File: config.mk
export PLATFORM = sky130hd
export DESIGN_NAME = vga_coord_fetch
export DESIGN_NICKNAME = d
export VERILOG_FILES = /design/src/rtl/vga_coord_fetch.sv
export SDC_FILE = /design/constraint.sdc
export NUM_CORES = 1
export LEC_CHECK = 0
export ABC_AREA = 1
export CAP_MARGIN = 10
export CORE_MARGIN = 8
export CORE_UTILIZATION = 40
export CTS_BUF_LIST = sky130_fd_sc_hd__clkbuf_8
export CTS_CLUSTER_DIAMETER = 40
export CTS_CLUSTER_SIZE = 10
export DETAILED_ROUTE_END_ITERATION = 10
export GPL_TIMING_DRIVEN = 0
export HOLD_SLACK_MARGIN = 0.02
export PLACE_DENSITY_LB_ADDON = 0.1
export SLEW_MARGIN = 20
export SYNTH_ARGS = -nofsm -noshare
export SYNTH_HDL_FRONTEND = slang
export SYNTH_SLANG_ARGS = --single-unit
File: constraint.sdc
create_clock -name clk_25MHz -period 1.52 [get_ports clk_25MHz]
set_input_delay 0.152 -clock clk_25MHz [delete_from_list [all_inputs] [get_ports clk_25MHz]]
set_output_delay 0.152 -clock clk_25MHz [all_outputs]
set_load 0.02 [all_outputs]
File: src/rtl/vga_coord_fetch.sv
// ---------------------------------------------------------------------------
// vga_coord_fetch
//
// Shares the single data-memory read port between the CPU and the VGA
// sprite-coordinate loader. Once per frame, on the first blanking line,
// NUM_WORDS coordinate words are read from COORD_BASE upward and presented
// on data_from_mem_vga, tagged with their index+1 on vga_counter. The
// sprite registers downstream therefore only change during vertical
// blanking. The CPU owns the port whenever the loader is not issuing.
//
// Ports
//   clk_25MHz         in   pixel clock, all logic on posedge
//   btn_rst_n         in   asynchronous active-low reset
//   line              in   one-cycle start-of-line pulse
//   sy                in   signed vertical count
//   cpu_req/we/addr/wdata in  CPU memory request
//   cpu_gnt           out  CPU access accepted this cycle (combinational)
//   cpu_rvalid/rdata  out  registered CPU read return
//   mem_addr/we/wdata out  memory port (combinational mux)
//   mem_rdata         in   memory read data, MEM_LAT cycles after mem_addr
//   vga_counter       out  index+1 of the word on data_from_mem_vga, 0 = idle
//   data_from_mem_vga out  coordinate word to the sprite renderer
//   fetch_busy        out  fetch in progress (issue through last word)
//   fetch_done        out  pulse alongside the last presented word
//   overrun           out  sticky: trigger seen while busy
// ---------------------------------------------------------------------------
module vga_coord_fetch #(
    parameter int                ADDR_W     = 16,
    parameter int                DATA_W     = 16,
    parameter logic [ADDR_W-1:0] COORD_BASE = 'hFF00,
    parameter int                NUM_WORDS  = 6,
    parameter int                MEM_LAT    = 1,
    parameter int                FETCH_LINE = 480
) (
    input  logic                clk_25MHz,
    input  logic                btn_rst_n,
    input  logic                line,
    input  logic signed [15:0]  sy,
    input  logic                cpu_req,
    input  logic                cpu_we,
    input  logic [ADDR_W-1:0]   cpu_addr,
    input  logic [DATA_W-1:0]   cpu_wdata,
    output logic                cpu_gnt,
    output logic                cpu_rvalid,
    output logic [DATA_W-1:0]   cpu_rdata,
    output logic [ADDR_W-1:0]   mem_addr,
    output logic                mem_we,
    output logic [DATA_W-1:0]   mem_wdata,
    input  logic [DATA_W-1:0]   mem_rdata,
    output logic [2:0]          vga_counter,
    output logic [DATA_W-1:0]   data_from_mem_vga,
    output logic                fetch_busy,
    output logic                fetch_done,
    output logic                overrun
);

    localparam logic [2:0]         LAST_IDX = 3'(NUM_WORDS - 1);
    localparam logic [2:0]         WORDS_3  = 3'(NUM_WORDS);
    localparam logic signed [15:0] FETCH_SY = 16'(FETCH_LINE);

    typedef enum logic [1:0] {
        IDLE,
        ISSUE,
        DRAIN
    } state_t;

    state_t      state;
    logic [2:0]  idx;
    logic        trigger;
    logic        issuing;
    logic        rd_push;

    // Read tags travel alongside the memory latency so the returning data
    // can be routed to the right consumer.
    logic [MEM_LAT-1:0] tag_valid;
    logic [MEM_LAT-1:0] tag_vga;
    logic [2:0]         tag_idx [MEM_LAT];

    // Port arbitration: the loader wins outright while issuing; at all other
    // times (including DRAIN) the CPU drives the port directly.
    always_comb begin
        trigger    = line && (sy == FETCH_SY);
        issuing    = (state == ISSUE);
        fetch_busy = (state != IDLE);
        cpu_gnt    = cpu_req && !issuing;
        mem_addr   = issuing ? (COORD_BASE + ADDR_W'(idx)) : cpu_addr;
        mem_we     = !issuing && cpu_req && cpu_we;
        mem_wdata  = issuing ? '0 : cpu_wdata;
        rd_push    = issuing || (cpu_gnt && !cpu_we);
        fetch_done = (vga_counter == WORDS_3);
    end

    // Fetch sequencer. DRAIN ends on the cycle the last word is on the
    // outputs, so fetch_busy covers exactly the span of the fetch. A trigger
    // during that span is dropped and only flagged.
    always_ff @(posedge clk_25MHz or negedge btn_rst_n) begin
        if (!btn_rst_n) begin
            state   <= IDLE;
            idx     <= '0;
            overrun <= 1'b0;
        end else begin
            case (state)
                IDLE: begin
                    if (trigger) begin
                        state <= ISSUE;
                        idx   <= '0;
                    end
                end
                ISSUE: begin
                    if (idx == LAST_IDX) begin
                        state <= DRAIN;
                    end else begin
                        idx <= idx + 3'd1;
                    end
                end
                DRAIN: begin
                    if (vga_counter == WORDS_3) begin
                        state <= IDLE;
                    end
                end
                default: state <= IDLE;
            endcase
            if (trigger && fetch_busy) begin
                overrun <= 1'b1;
            end
        end
    end

    // Tag shift register, one stage per cycle of memory latency. Writes and
    // idle cycles push an invalid tag.
    always_ff @(posedge clk_25MHz or negedge btn_rst_n) begin
        if (!btn_rst_n) begin
            tag_valid <= '0;
            tag_vga   <= '0;
            for (int i = 0; i < MEM_LAT; i++) begin
                tag_idx[i] <= '0;
            end
        end else begin
            tag_valid[0] <= rd_push;
            tag_vga[0]   <= issuing;
            tag_idx[0]   <= idx;
            for (int i = 1; i < MEM_LAT; i++) begin
                tag_valid[i] <= tag_valid[i-1];
                tag_vga[i]   <= tag_vga[i-1];
                tag_idx[i]   <= tag_idx[i-1];
            end
        end
    end

    // Output register: route returning data by the tail tag. Data outputs
    // hold their last value; the strobes drop back to zero every cycle.
    always_ff @(posedge clk_25MHz or negedge btn_rst_n) begin
        if (!btn_rst_n) begin
            vga_counter       <= '0;
            data_from_mem_vga <= '0;
            cpu_rvalid        <= 1'b0;
            cpu_rdata         <= '0;
        end else begin
            vga_counter <= '0;
            cpu_rvalid  <= 1'b0;
            if (tag_valid[MEM_LAT-1]) begin
                if (tag_vga[MEM_LAT-1]) begin
                    vga_counter       <= tag_idx[MEM_LAT-1] + 3'd1;
                    data_from_mem_vga <= mem_rdata;
                end else begin
                    cpu_rvalid <= 1'b1;
                    cpu_rdata  <= mem_rdata;
                end
            end
        end
    end

endmodule

==> results of run 1 <==
layout make-up:
class / instances / area (um^2)
clock inverter: 3 / 12.5
buffer: 9 / 55.1
tap: 72 / 90.1
multi-input combinational: 160 / 759
clock buffer: 5 / 68.8
inverter: 53 / 204
timing repair buffer: 150 / 1430
sequential: 47 / 1180
fill: 444 / 1570
flip-flops by register name, indices dropped and copies added, names as in the netlist:
signal	cells
state	2
overrun	1
cpu_rdata	16
data_from_mem_vga	16
idx	3
tag_vga	1
tag_idx	3
cpu_rvalid	1
tag_valid	1
vga_counter	3
power breakdown:
group          switching [uW]  internal (uW)  total [uW]  leakage, uW
logic                     351            408         759      0.00132
clock network             373            309         683    0.0000505
registers                40.4           1330        1370     0.000568
total                     764           2040        2810      0.00194
worst max-delay path by stage:
stage	start	endpoint	cells after the start
2_1_floorplan	state[1]	mem_addr[0]	3
3_3_place_gp	btn_rst_n	data_from_mem_vga[11]	1
3_5_place_dp	state[0]	mem_addr[11]	5
4_1_cts	state[1]	mem_addr[9]	6
5_1_grt	state[1]	mem_addr[14]	6
6_report	state[1]	mem_addr[14]	6
routing by layer:
| metal | GRT usage [%] | up-vias | wire length, um |
|---|---|---|---|
| li1 | - | 1126 | - |
| met4 | 4.98 | 0 | 72 |
| met2 | 29.3 | 96 | 3560 |
| met5 | 0 | - | 0 |
| met1 | 18.8 | 1032 | 2460 |
| met3 | 6.28 | 11 | 747 |
through the flow:
| step | hold WS, ns | util (%) | setup slack [ns] | std cells |
|---|---|---|---|---|
| floorplan | -0.144 | - | 0.324 | 269 |
| global placement | 0.419 | 68.4 | -0.944 | 482 |
| detailed placement | 0.209 | 68.8 | -0.178 | 483 |
| CTS | 0.422 | 69.0 | -0.0679 | 497 |
| global route | 0.429 | 70.7 | -0.127 | 499 |
| finish | 0.410 | 70.7 | -0.0578 | 499 |
cells by family (layout without fill, tap and decap cells):
| kind of cell | after synthesis | after routing | synth area share, % |
|---|---|---|---|
| AOI/OAI and AO/OA | 40 | 40 | 9.50 |
| and+or+nand+nor | 116 | 116 | 22.4 |
| DFF | 47 | 47 | 54.1 |
| xor gates and xnor gates | 1 | 1 | 0.403 |
| adders and majority gates | 3 | 3 | 1.73 |
| buffers and inverters | 62 | 220 | 11.8 |
critical path, stage by stage, from the launching register on:
cell and delay (ns):
dfrtp_1 0.41, inv_2 0.07, nand2_4 0.11, inv_6 0.06
buf_6 0.12, or2_1 0.23, buf_6 0.13
cells in the mapped netlist, drive strengths merged:
library cell  instances  share of area (%)
nand2                56                 10
inv                  53                9.3
dfrtp                47                 54
nor2                 39                6.9
o21ai                36                8.3
buf                   8                2.4
nand3                 8                1.8
or2                   8                2.3
ha                    3                1.7
nand4                 2               0.58
a21oi                 1               0.23
a31oi                 1               0.29
and3                  1               0.29
clkbuf                1               0.17
nor3                  1               0.23
o21a                  1               0.35
o21bai                1               0.35
or3                   1               0.29
xnor2                 1               0.40
placed cells by master (no fill, tap or decap), types with 2 or more instances in the layout:
cell type        synthesis  layout
ha_1                     3       3
nand3_1                  8       8
clkdlybuf4s50_1          0     104
nor2_2                   1       5
nand2_1                 55      53
o21ai_1                 10      10
clkbuf_8                 0       5
inv_2                    2       2
nor2_1                  38      34
dlygate4sd2_1            0       2
buf_4                    2      22
o21ai_0                 26      26
inv_1                   50      52
buf_2                    5      15
or2_2                    2       2
or2_1                    6       6
buf_6                    1      12
nand2_4                  1       2
dfrtp_1                 47      46
nand4_1                  2       2
what timing repair did:
item | CTS | global route
pin swaps | 2 | 4
endpoints found under the setup margin | 36 | 34
hold buffers | 1 | 0
hold endpoints to repair | 26 | 0
resized for setup | 153 | 34
gates cloned | 0 | 1
buffers inserted | 5 | 1
==> impl_metrics.tcl, run 1 <==
set metrics [dict create \
    setup_slack_ns -0.0578 \
    initial_utilization_pct 40.4 \
    worstPathArrival_ns 1.43 \
    fin_setup_tns_ns -0.291 \
    status "finished, violations left" \
    synth_area_mm2 0.00217 \
    cp_max_fo 8 \
    ioPinCount 142 \
    clock.fmax_mhz 634 \
    n_antenna_cell 0 \
    worstMarginPinSlew_ns 0.644 \
    coreArea_mm2 0.00537 \
    cp-end-kind "output port" \
    max-vdd-ir-drop_mv 0.377 \
    r2r-start "tag_vga" \
    start_kind "flop" \
    dieArea_mm2 0.00804 \
    finalHoldViolations 0 \
    drv_slew 0 \
    postRouteAntennaNets 0 \
    r2r_end "data_from_mem_vga[14]" \
    synth-seq-cells 47 \
    h-tree-depth 2 \
    setup_viol 6 \
    first_iter_violations 56 \
    cts.sinks 47 \
    skew_ns 0.00686 \
    hold_class "primary input to asynchronous set/reset pin" \
    grt_pass1_vias 2277 \
    dr.pass1.iters 4 \
    fin_crit_ns 1.58 \
    powerDensity_mw_per_mm2 740 \
    areaGrowthSynthToFinish_pct 74.9 \
    static-leakage-power_uw 0.00194 \
    grt_max_degree 28 \
    slew-limit-headroom_pct 57.1 \
    synth_nets 341 \
    critical_path_class "flop to output port" \
    fin_nets 498 \
    vias 2265 \
    rsz0062_at_grt "true" \
    clock_latency_ns 0.29 \
    drive_above_1_share_pct 16.6 \
    hpwl_um 5410 \
    gp_congestion 0.890 \
    grt_usage_pct 16.9 \
    portBuffers 141 \
    yosysWarnings 0 \
    post-route-period-util_pct 104 \
    cts_tree "built" \
    yosysUniqueCellTypes 27 \
    seq_area_frac_synth_pct 54.1 \
    required_ns 1.37 \
    clk_path_buf_depth 2 \
    drc_errors 0 \
    cap_violations 0 \
    syn_area_per_cell_um2 8.07 \
    fp.dieH_um 89.7 \
    path_clk_slew_ns 0.08 \
    fin_area_mm2 0.00380 \
    grt_pass1_wl_um 10500 \
    via_per_inst 4.54 \
    violations "negative setup slack" \
    r2r_setup_slack_ns 0.26 \
    gr-total-overflow 0 \
    rows 27 \
    wl_um 6840 \
    synthesis.instances 269 \
    chipWidth_um 89.7 \
    routedWlPerCell_um 13.7 \
    reg2regPathDepth 3 \
    cts-root-buf "clkbuf_8" \
    antenna_found_initial 0 \
    placed_area_mm2 0.00370 \
    finalPower_uw 2810 \
    cts_buffers 5 \
]
Note: power is estimated with default switching activity, not from simulation.
==> run 2, diff against run 1 <==
--- a/config.mk
+++ b/config.mk
@@ -16,6 +16,7 @@
 export GPL_TIMING_DRIVEN = 0
 export HOLD_SLACK_MARGIN = 0.02
 export PLACE_DENSITY_LB_ADDON = 0.1
+export SETUP_SLACK_MARGIN = 0.2
 export SLEW_MARGIN = 20
 export SYNTH_ARGS = -nofsm -noshare
 export SYNTH_HDL_FRONTEND = slang
==> constraint.sdc (replaced) <==
create_clock -name clk_25MHz -period 2 [get_ports clk_25MHz]
set_input_delay 0.2 -clock clk_25MHz [delete_from_list [all_inputs] [get_ports clk_25MHz]]
set_output_delay 0.2 -clock clk_25MHz [all_outputs]
set_load 0.02 [all_outputs]
==> run 2 against run 1 <==
The run now ends clean. Cell area shrank 1.8%. Non-clock buffer count decreased by 5. Clock power is 24% lower. Global-route usage fell by 0.33 points. Hold slack gained 0.029 ns. Routed wire length decreased by 4.2%. Count of clock-buffer cells in the layout is the same. Clock skew about the same. Setup slack better by 0.30 ns. Largest cell class unchanged.
==> impl_metrics.tcl, run 2 (same netlist as run 1, synthesis figures left out) <==
set metrics [dict create \
    status "complete, no violations" \
    static-leakage-power_uw 0.00190 \
    clock.fmax_mhz 568 \
    gr-total-overflow 0 \
    hold_class "flop to flop" \
    postRouteAntennaNets 0 \
    skew_ns 0.00658 \
    powerDensity_mw_per_mm2 568 \
    layout_commonest_cell "clkdlybuf4s50_1" \
    drv_slew 0 \
    max-vdd-ir-drop_mv 0.287 \
    grt_usage_pct 16.6 \
    portBuffers 141 \
    slowest_stage "clkdlybuf4s50_1" \
    coreArea_mm2 0.00537 \
    dr_wl_met2_um 3250 \
    critical_path_class "flop to output port" \
    areaGrowthSynthToFinish_pct 71.7 \
    fin_cells 494 \
    slew-limit-headroom_pct 57.2 \
    holdWs_ns 0.438 \
    grt_max_degree 28 \
    fin_crit_ns 1.76 \
    worstMarginPinSlew_ns 0.643 \
    dp_cells 483 \
    routedWlPerCell_um 13.3 \
    cts_buffers 5 \
    gp_congestion 0.890 \
    hpwl_um 5410 \
    dieArea_mm2 0.00804 \
    fin_nets 493 \
    crit_buf_inv 1 \
    wl_um 6550 \
    chipWidth_um 89.7 \
    rsz0062_at_grt "true" \
    h-tree-depth 2 \
    post-route-period-util_pct 88.0 \
    wl_met3_um 718 \
    ioPinCount 142 \
    grt_pass1_vias 2251 \
    crit_chain "nor2_1 > clkdlybuf4s50_1" \
    initial_utilization_pct 40.4 \
    cp_max_fo 2 \
    wl_met1_um 2490 \
    fp.dieH_um 89.7 \
    top_regs "cpu_rdata: 16 flops, data_from_mem_vga: 16 flops" \
    grt_pass1_wl_um 10400 \
    clk_path_buf_depth 2 \
    dr.pass1.iters 4 \
    fin_setup_tns_ns 0 \
    cts_tree "built" \
    antenna_found_initial 0 \
    fin_util_pct 69.4 \
    worstPathArrival_ns 1.56 \
    highest_layer "met4" \
    cpLargestDelayFamily "buffers and inverters" \
    cts.sinks 47 \
    cap_violations 0 \
    cp-end-kind "output port" \
    finalHoldViolations 0 \
    via_per_inst 4.51 \
    start_kind "flop" \
    required_ns 1.80 \
    clock_latency_ns 0.29 \
    vias 2226 \
    rows 27 \
    drive_above_1_share_pct 9.24 \
    cts-root-buf "clkbuf_8" \
    path_clk_slew_ns 0.07 \
    drc_errors 0 \
    first_iter_violations 53 \
    setup_viol 0 \
    max_stage_delay_ns 0.66 \
    final_cell_mix "clkdlybuf4s50_1, nand2_1, inv_1, dfrtp_1, nor2_1" \
    n_antenna_cell 0 \
]
run 2: what timing repair did:
action	in CTS	in global routing
gates resized for setup	41	28
hold buffers	1	0
endpoints found under the hold margin	26	0
endpoints found under the setup margin	35	29
gates cloned	0	0
setup buffers	1	1
run 2: layer usage:
layer  vias to the layer above  global-route usage [%]
met1                      1012                    18.8
met2                        87                    28.3
met3                        11                    6.28
met4                         0                    4.98
met5                         -                       0
li1                       1116                       -
run 2: through the flow:
step | cell area [um^2] | power (uW) | worst slack [ns]
2_1_floorplan | 2170 | 1280 | 0.756
3_3_place_gp | 3670 | 1640 | -0.512
3_5_place_dp | 3700 | 1650 | 0.254
4_1_cts | 3760 | 2140 | 0.214
5_1_grt | 3730 | 2230 | 0.194
6_report | 3730 | 2120 | 0.240
run 2: cell type report:
cell class              instances  area (um^2)
plain buffers                   9         58.8
clock buffers                   5         68.8
clock inverters                 3         12.5
fillers                       452         1640
inverters                      53          201
multi-input cells             160          739
flip-flops and latches         47         1180
well taps                      72         90.1
repair buffers                145         1380
run 2: report_power, final:
part	internal [uW]	total [uW]	leakage (uW)	switching [uW]
Sequential	1010	1040	0.000568	30.7
Combinational	296	559	0.00128	263
Clock	235	519	0.0000505	284
run 2: worst paths after layout:
check | cells past startpoint | endpoint | startpoint | slack (ns)
setup / recovery | 2 | fetch_done | vga_counter[0] | 0.24
hold / removal | 1 | vga_counter[0] | tag_idx[0] | 0.44
setup reg to reg | 5 | idx[0] | state[0] | 0.71
hold reg to reg | 1 | vga_counter[0] | tag_idx[0] | 0.44
max in group asynchronous | 3 | cpu_rdata[13] | btn_rst_n | 1.02
min in group asynchronous | 2 | cpu_rdata[4] | btn_rst_n | 0.46
==> run 3, diff against run 2 <==
--- a/config.mk
+++ b/config.mk
@@ -6,7 +6,7 @@
 export NUM_CORES = 1
 export LEC_CHECK = 0
 export ABC_AREA = 1
-export CAP_MARGIN = 10
+export CAP_MARGIN = 20
 export CORE_MARGIN = 8
 export CORE_UTILIZATION = 40
 export CTS_BUF_LIST = sky130_fd_sc_hd__clkbuf_8
==> results of run 3 <==
The final DEF is identical to that of run 2; final timing and power are the same.
